## config.mk

```make
export PLATFORM = sky130hd
export DESIGN_NAME = seq_divider
export DESIGN_NICKNAME = d
export VERILOG_FILES = /design/src/rtl/seq_divider.sv
export SDC_FILE = /design/constraint.sdc
export NUM_CORES = 1
export LEC_CHECK = 0
export BUFFER_PORTS_ARGS = -buffer_cell sky130_fd_sc_hd__buf_2
export CAP_MARGIN = 10
export CORE_MARGIN = 2
export CORE_UTILIZATION = 50
export DETAILED_ROUTE_END_ITERATION = 12
export GPL_ROUTABILITY_DRIVEN = 1
export PLACE_DENSITY = 0.69
export SYNTH_ARGS = -nofsm -noshare
export SYNTH_HDL_FRONTEND = slang
export SYNTH_SLANG_ARGS = --single-unit
```

## constraint.sdc

```tcl
create_clock -name clk -period 4.75 [get_ports clk]
set_input_delay 0.475 -clock clk [delete_from_list [all_inputs] [get_ports clk]]
set_output_delay 0.475 -clock clk [all_outputs]
set_load 0.02 [all_outputs]
```

## src/rtl/seq_divider.sv

```systemverilog
// rtl/seq_divider.sv - sequential restoring divider, unsigned/signed, one shift-subtract per cycle
module seq_divider #(
    parameter int WIDTH = 8
) (
    input  logic             clk,
    input  logic             rst,
    input  logic             start,
    input  logic             signed_mode,
    input  logic [WIDTH-1:0] dividend,
    input  logic [WIDTH-1:0] divisor,
    output logic [WIDTH-1:0] quotient,
    output logic [WIDTH-1:0] remainder,
    output logic             ready,
    output logic             done,
    output logic             div_by_zero,
    output logic             overflow
);

    localparam int CNT_W = $clog2(WIDTH) + 1;

    localparam logic [1:0] S_IDLE = 2'd0;
    localparam logic [1:0] S_LOAD = 2'd1;
    localparam logic [1:0] S_ITER = 2'd2;
    localparam logic [1:0] S_FIX  = 2'd3;

    localparam logic [WIDTH-1:0] MIN_VAL  = {1'b1, {(WIDTH-1){1'b0}}};
    localparam logic [WIDTH-1:0] ALL_ONES = {WIDTH{1'b1}};
    localparam logic [CNT_W-1:0] LAST_CNT = CNT_W'(WIDTH - 1);
    localparam logic [CNT_W-1:0] CNT_ONE  = CNT_W'(1);

    logic [1:0]       state_q, state_d;
    logic [WIDTH-1:0] dvd_q, dvd_d;
    logic [WIDTH-1:0] dvs_q, dvs_d;
    logic             smode_q, smode_d;
    logic             sgnq_q, sgnq_d;
    logic             sgnr_q, sgnr_d;
    logic             dz_q, dz_d;
    logic [WIDTH:0]   a_q, a_d;
    logic [WIDTH-1:0] q_q, q_d;
    logic [WIDTH-1:0] m_q, m_d;
    logic [CNT_W-1:0] cnt_q, cnt_d;
    logic [WIDTH-1:0] quot_q, quot_d;
    logic [WIDTH-1:0] rem_q, rem_d;
    logic             dbz_q, dbz_d;
    logic             ovf_q, ovf_d;
    logic             done_q, done_d;

    logic [WIDTH+1:0] trial;

    // Negating a W-bit MIN yields 2^(W-1), which is exactly |MIN| read as unsigned,
    // so the magnitude fits in W bits without an extra guard bit.
    function automatic logic [WIDTH-1:0] magnitude(input logic [WIDTH-1:0] x, input logic s);
        return (s && x[WIDTH-1]) ? -x : x;
    endfunction

    assign trial = {a_q, q_q[WIDTH-1]} - {2'b00, m_q};

    always_comb begin
        state_d = state_q;
        dvd_d   = dvd_q;
        dvs_d   = dvs_q;
        smode_d = smode_q;
        sgnq_d  = sgnq_q;
        sgnr_d  = sgnr_q;
        dz_d    = dz_q;
        a_d     = a_q;
        q_d     = q_q;
        m_d     = m_q;
        cnt_d   = cnt_q;
        quot_d  = quot_q;
        rem_d   = rem_q;
        dbz_d   = dbz_q;
        ovf_d   = ovf_q;
        done_d  = 1'b0;

        case (state_q)
            S_IDLE: begin
                if (start) begin
                    dvd_d   = dividend;
                    dvs_d   = divisor;
                    smode_d = signed_mode;
                    state_d = S_LOAD;
                end
            end
            S_LOAD: begin
                a_d     = '0;
                q_d     = magnitude(dvd_q, smode_q);
                m_d     = magnitude(dvs_q, smode_q);
                cnt_d   = '0;
                sgnq_d  = smode_q & (dvd_q[WIDTH-1] ^ dvs_q[WIDTH-1]);
                sgnr_d  = smode_q & dvd_q[WIDTH-1];
                dz_d    = (dvs_q == '0);
                state_d = (dvs_q == '0) ? S_FIX : S_ITER;
            end
            S_ITER: begin
                if (!trial[WIDTH+1]) begin
                    a_d = trial[WIDTH:0];
                    q_d = {q_q[WIDTH-2:0], 1'b1};
                end else begin
                    a_d = {a_q[WIDTH-1:0], q_q[WIDTH-1]};
                    q_d = {q_q[WIDTH-2:0], 1'b0};
                end
                cnt_d = cnt_q + CNT_ONE;
                if (cnt_q == LAST_CNT) begin
                    state_d = S_FIX;
                end
            end
            S_FIX: begin
                done_d  = 1'b1;
                state_d = S_IDLE;
                if (dz_q) begin
                    quot_d = ALL_ONES;
                    rem_d  = dvd_q;
                    dbz_d  = 1'b1;
                    ovf_d  = 1'b0;
                end else if (smode_q && dvd_q == MIN_VAL && dvs_q == ALL_ONES) begin
                    quot_d = MIN_VAL;
                    rem_d  = '0;
                    dbz_d  = 1'b0;
                    ovf_d  = 1'b1;
                end else begin
                    quot_d = sgnq_q ? -q_q : q_q;
                    rem_d  = sgnr_q ? -a_q[WIDTH-1:0] : a_q[WIDTH-1:0];
                    dbz_d  = 1'b0;
                    ovf_d  = 1'b0;
                end
            end
            default: state_d = S_IDLE;
        endcase
    end

    always_ff @(posedge clk or posedge rst) begin
        if (rst) begin
            state_q <= S_IDLE;
            dvd_q   <= '0;
            dvs_q   <= '0;
            smode_q <= 1'b0;
            sgnq_q  <= 1'b0;
            sgnr_q  <= 1'b0;
            dz_q    <= 1'b0;
            a_q     <= '0;
            q_q     <= '0;
            m_q     <= '0;
            cnt_q   <= '0;
            quot_q  <= '0;
            rem_q   <= '0;
            dbz_q   <= 1'b0;
            ovf_q   <= 1'b0;
            done_q  <= 1'b0;
        end else begin
            state_q <= state_d;
            dvd_q   <= dvd_d;
            dvs_q   <= dvs_d;
            smode_q <= smode_d;
            sgnq_q  <= sgnq_d;
            sgnr_q  <= sgnr_d;
            dz_q    <= dz_d;
            a_q     <= a_d;
            q_q     <= q_d;
            m_q     <= m_d;
            cnt_q   <= cnt_d;
            quot_q  <= quot_d;
            rem_q   <= rem_d;
            dbz_q   <= dbz_d;
            ovf_q   <= ovf_d;
            done_q  <= done_d;
        end
    end

    assign ready       = (state_q == S_IDLE);
    assign done        = done_q;
    assign quotient    = quot_q;
    assign remainder   = rem_q;
    assign div_by_zero = dbz_q;
    assign overflow    = ovf_q;

endmodule

```

==> impl_metrics.env, run 1 <==
export IMPL_worstSkewPairLatency_ns=0.36
export IMPL_die_w_um=93.66
export IMPL_crit_chain="ha_1 -> nor2b_1 -> o2111a_1 -> o31a_1 -> or3_1 -> and2_4 -> o311ai_2"
export IMPL_clock_sinks=70
export IMPL_worst_pin_slew_ns=0.7884
export IMPL_drt_iter0_drc=307
export IMPL_synth_distinct_cells=46
export IMPL_firstDrtPassIters=4
export IMPL_rr_worst_depth=7
export IMPL_avgSynthCellArea_um2=9.155
export IMPL_fin_ws_ns=2.158
export IMPL_yosys_top_cells_count="70 x dfrtp_1, 48 x a21oi_1, 42 x nor2_1"
export IMPL_end_kind="flop"
export IMPL_initial_core_util_pct=51.74
export IMPL_ys_seq_elements=70
export IMPL_required_ns=5.01
export IMPL_crit_start="a_q[0]"
export IMPL_fp_dieH_um=93.66
export IMPL_cts_clk_slew_worst_paths_ns=0.08
export IMPL_cp_top_family="simple AND/OR/NAND/NOR gates"
export IMPL_syn_nets=478
export IMPL_cp_start_kind="flop"
export IMPL_diodes=0
export IMPL_cts_root_buf="clkbuf_8"
export IMPL_syn_area_mm2=0.004019
export IMPL_portBuffers=39
export IMPL_utilization_pct=57.73
export IMPL_drcViolationCount=0
export IMPL_switching_share_pct=44.01
export IMPL_tns_ns=0
export IMPL_p_total_uw=3187
export IMPL_path_class="flop to flop"
export IMPL_cts_made_buffers=9
export IMPL_dpl_hpwl_um=6572
export IMPL_post_cts_setup_buffers=0
export IMPL_vias=3274
export IMPL_crit_end="a_q[6]"
export IMPL_ys_top_cells_by_area="dfrtp_1 44%, mux2_2 6.4%, a21oi_1 6.0%"
export IMPL_dp_cells=561
export IMPL_vdd_drop_max_mv=0.3146
export IMPL_synthArstFlopShare_pct=100.0
export IMPL_yosys_area_top_type="dfrtp_1"
export IMPL_ant_nets=0
export IMPL_hold_path_class="input port to asynchronous set/reset pin"
export IMPL_pwr_share_clk_pct=16.6
export IMPL_design_core_area_mm2=0.007767
export IMPL_crit_buf_inv=0
export IMPL_vias_per_cell=5.684
export IMPL_slew_headroom_pct=47.31
export IMPL_post_route_period_util_pct=54.56
export IMPL_r2r_start="a_q[0]"
export IMPL_seq_area_mm2=0.001752
export IMPL_final_min_clock_period_ns=2.592
export IMPL_crit_slowest_cell="or3_1"
export IMPL_rows=32
export IMPL_multi_input_area_mm2=0.002059
export IMPL_p_leak_uw=0.002020
export IMPL_area_growth_pct=11.58
export IMPL_seqPwrFrac_pct=35.4
export IMPL_drive_gt1_share_pct=17.72
export IMPL_combPwrFrac_pct=48.0
export IMPL_drv_cap=0
export IMPL_antenna_found_initial=0
export IMPL_grt_start_max_net_pins=37
export IMPL_grt_first_pass_wirelength_um=15340
export IMPL_synth_most_common_cell="dfrtp_1"
export IMPL_intPower_uw=1785
export IMPL_synth_edf_count=0
export IMPL_clk_path_buf_depth=2
export IMPL_fmax_mhz=385.9
export IMPL_critical_path_depth=7
export IMPL_power_switching_uw=1403
export IMPL_place_ws_ns=2.157
export IMPL_p_per_area_mw_per_mm2=710.8
export IMPL_path_max_fanout=10
export IMPL_reg2reg_slack_ns=2.16
export IMPL_yosys_warnings=0
export IMPL_setup_violations=0
export IMPL_cts_tree="yes"
export IMPL_grt_overflow_total=0
export IMPL_yosysTopAreaCellShare_pct=43.59
export IMPL_seq_area_frac_synth_pct=43.59
export IMPL_fill_cells=687
export IMPL_gp_congestion=0.8497
export IMPL_rr_endpoint="a_q[6]"
export IMPL_cts_hold_buf=0
export IMPL_cts_htree_levels=3
export IMPL_crit_arrival_ns=2.85
export IMPL_grt_pass1_vias=3087
export IMPL_finalHoldViolations=0
export IMPL_nets=509
export IMPL_instances_no_fill=576
export IMPL_num_io_pins=40
export IMPL_crit_path_max_incr_delay_ns=0.49
export IMPL_rsz0062_at_grt="false"
export IMPL_dieArea_mm2=0.008771
export IMPL_fin_skew_ns=0.01185
export IMPL_status="finished, final reports clean"
export IMPL_routed_wl_um=9161
export IMPL_slew_viol_final=0
export IMPL_track_usage_pct=22.49
export IMPL_cts_resized=0
export IMPL_wl_per_cell_um=15.90
export IMPL_netlist_instances=439
export IMPL_ys_flop_type="dfrtp_1"
-- how the worst min path moves through the flow --
stage / startpoint / end
5_1_grt: rst / cnt_q[2]
3_3_place_gp: div_by_zero / div_by_zero
6_report: rst / cnt_q[1]
4_1_cts: rst / cnt_q[0]
3_5_place_dp: remainder[6] / remainder[6]
2_1_floorplan: cnt_q[2] / cnt_q[2]
-- area by class of cell --
class	count	area share (%)
Tap cell	102	2.846
Sequential cell	70	39.06
Clock inverter	6	1.953
Inverter	31	2.595
Timing Repair Buffer	42	4.855
Clock buffer	9	2.762
Multi-Input combinational cell	316	45.93
-- per-stage QoR --
stage	instance area (µm²)	hold slack, ns
floorplan	4019	0.4786
global placement	4273	0.4888
detailed placement	4273	0.5071
CTS	4484	0.2742
global route	4484	0.3013
finish	4484	0.2515
-- metal layers --
layer / up-vias / part of all wire, % / track usage (%)
met5: - / 0 / 0
met4: 0 / 1.4 / 6.763
met3: 14 / 5.4 / 5.136
met2: 85 / 48 / 34.65
met1: 1562 / 46 / 31.79
li1: 1613 / - / -
-- power by group through the flow --
stage	Clock [µW]	Sequential (µW)	Combinational, µW
after CTS	538	1130	1530
after global placement	0	1130	1500
after floorplan	0	1130	1140
after global routing	565	1170	1720
final	528	1130	1530
after detailed placement	0	1140	1520
-- flip-flops by register name, summed over array words and instances, names as in the netlist, 2 cells and up --
register	cells
state_q	2
quotient	8
q_q	8
dvs_q	8
a_q	9
dvd_q	8
m_q	8
remainder	8
cnt_q	4
-- cell usage in the layout (no fill, tap or decap), types with 2 or more instances in the layout --
cell,netlist,layout
dfrtp_1,70,70
mux2_2,23,23
nand2_1,35,35
a31oi_1,3,3
a41oi_1,2,2
xor2_1,9,9
xnor2_1,18,18
buf_2,1,39
a21oi_1,48,48
or3_1,5,5
a32oi_1,2,2
nor2_1,42,42
nand3_1,18,18
o2bb2ai_1,2,2
o211ai_1,2,2
o311a_1,2,2
nor2b_1,2,2
mux2i_1,3,3
o221ai_1,4,4
ha_1,18,18
bufinv_16,0,2
a211oi_1,4,4
nand2b_1,3,3
nand4_1,6,6
o31a_1,3,3
and3_1,2,2
clkinvlp_4,0,3
nor4_1,3,3
inv_1,31,30
o21ai_0,23,23
o31ai_1,5,5
buf_4,0,3
nor3_1,15,15
clkbuf_8,0,9
-- cell families after synthesis --
group	synth area share (%)
AOI/OAI and AO/OA	16.87
xor gates and xnor gates	5.884
adders and majority gates	6.102
buffers and inverters	5.168
DFF	43.59
muxes	7.192
and+or+nand+nor	15.19
Note: power is estimated with default switching activity, not from simulation.
==> run 2, diff against run 1 <==
PLACE_DENSITY = 0.72   (was 0.69)
clock period = 2.25 ns   (was 4.75 ns; I/O delays follow)
==> run 2 against run 1 <==
Effect of this change: critical path type unchanged; highest routed layer unchanged; power up 120%; worst hold slack got worse by 0.15 ns; largest power group unchanged; combinational power grew 140%; largest cell class unchanged; first-iteration DRC count down 43%.
==> impl_metrics.env, run 2 (synthesis gave the netlist of run 1 again) <==
export IMPL_worstSkewPairLatency_ns=0.35
export IMPL_cts_htree_levels=3
export IMPL_wl_per_cell_um=15.93
export IMPL_vias=3409
export IMPL_cts_root_buf="clkbuf_8"
export IMPL_portBuffers=39
export IMPL_dpl_hpwl_um=7156
export IMPL_final_cell_mix="70 x dfrtp_1, 48 x a21oi_1, 42 x nor2_1"
export IMPL_fill_cells=672
export IMPL_hold_path_class="input port to flop"
export IMPL_routed_wl_um=9619
export IMPL_p_leak_uw=0.002170
export IMPL_nets=536
export IMPL_design_core_area_mm2=0.007767
export IMPL_finalHoldViolations=0
export IMPL_cts_tree="yes"
export IMPL_slew_headroom_pct=50.82
export IMPL_worst_pin_slew_ns=0.7377
export IMPL_end_kind="flop"
export IMPL_grt_start_max_net_pins=26
export IMPL_grt_overflow_total=0
export IMPL_drv_cap=0
export IMPL_p_per_area_mw_per_mm2=1486
export IMPL_gp_congestion=0.8524
export IMPL_crit_arrival_ns=2.44
export IMPL_final_min_clock_period_ns=2.186
export IMPL_regMostFlops="a_q"
export IMPL_status="finished, final reports clean"
export IMPL_fp_dieH_um=93.66
export IMPL_clock_sinks=70
export IMPL_track_usage_pct=23.88
export IMPL_largest_reg_flops=9
export IMPL_drcViolationCount=0
export IMPL_ant_nets=0
export IMPL_area_growth_pct=18.34
export IMPL_vias_per_cell=5.644
export IMPL_path_max_fanout=8
export IMPL_path_class="flop to flop"
export IMPL_rsz0062_at_grt="true"
export IMPL_cp_start_kind="flop"
export IMPL_setup_violations=0
export IMPL_initial_core_util_pct=51.74
export IMPL_post_route_period_util_pct=97.15
export IMPL_rows=32
export IMPL_layout_commonest_cell="dfrtp_1"
export IMPL_final_area_mm2=0.004756
export IMPL_antenna_found_initial=0
export IMPL_p_total_uw=7066
export IMPL_dpl_instance_area_mm2=0.004446
export IMPL_fin_skew_ns=0.01049
export IMPL_dieArea_mm2=0.008771
export IMPL_drive_gt1_share_pct=24.50
export IMPL_fmax_mhz=457.5
export IMPL_vdd_drop_max_mv=0.8165
export IMPL_firstDrtPassIters=4
export IMPL_diodes=0
export IMPL_die_w_um=93.66
export IMPL_num_io_pins=40
export IMPL_slew_viol_final=0
export IMPL_drt_iter0_drc=176
export IMPL_grt_first_pass_wirelength_um=16280
export IMPL_cts_made_buffers=9
export IMPL_cts_clk_slew_worst_paths_ns=0.07
export IMPL_clk_path_buf_depth=2
export IMPL_required_ns=2.50
export IMPL_grt_pass1_vias=3335
## run 2: final timing paths
kind / slack [ns] / to / startpoint / depth (start not counted)
min in group asynchronous: 0.46 / quotient[1] / rst / 3
hold reg to reg: 0.52 / remainder[0] / remainder[0] / 2
max in group asynchronous: 1.06 / dvd_q[4] / rst / 4
setup / recovery: 0.06 / a_q[6] / m_q[1] / 8
setup reg to reg: 0.06 / a_q[6] / m_q[1] / 8
hold / removal: 0.11 / dvs_q[0] / divisor[0] / 2
## run 2: timing repair
action	4_1_cts	5_1_grt
cloned	0	0
setup endpoints to repair	5	10
pin swaps	1	4
hold buffers	1	0
hold endpoints to repair	23	0
resized for setup	2	13
setup buffers	3	1
## run 2: layout make-up
type / count / area, µm² / area share, %
Inverter: 31 / 116.4 / 2.447
Tap cell: 102 / 127.6 / 2.683
Timing Repair Buffer: 69 / 426.7 / 8.971
Clock buffer: 11 / 141.4 / 2.973
Sequential cell: 70 / 1752 / 36.83
Multi-Input combinational cell: 316 / 2135 / 44.88
Clock inverter: 5 / 57.56 / 1.210
## run 2: report_power, final
group | leakage, µW | switching, µW | total, µW | internal (µW)
Sequential | 0.000860 | 551 | 2350 | 1800
Combinational | 0.00121 | 2060 | 3670 | 1610
Clock | 0.000104 | 496 | 1040 | 545
Total | 0.00217 | 3110 | 7070 | 3960
## run 2: metal layers
metal	part of all wire (%)	GRT usage, %	up-vias
met4	2.0	8.092	0
li1	-	-	1671
met3	4.2	3.772	19
met5	0	0	-
met2	48	37.77	86
met1	46	33.65	1633
## run 2: metrics by stage
step	setup WS, ns	utilization, %	hold slack (ns)	TNS [ns]	std cells
after global routing	-0.07122	61.23	0.1048	-0.09957	604
after CTS	0.01561	60.34	0.09624	0	603
after global placement	0.03503	57.23	0.2966	0	583
after detailed placement	-0.04050	57.23	0.2973	-0.04050	583
final	0.06412	61.23	0.1060	0	604
after floorplan	-0.1228	-	0.3756	-0.5868	439
## run 2: critical path, cell delays in order (launching register included)
cell	delay, ns
dfrtp_1	0.39
inv_2	0.09
ha_4	0.19
nor2b_4	0.12
o2111a_1	0.24
o31a_1	0.26
or3_4	0.36
and2_4	0.22
o311ai_4	0.21
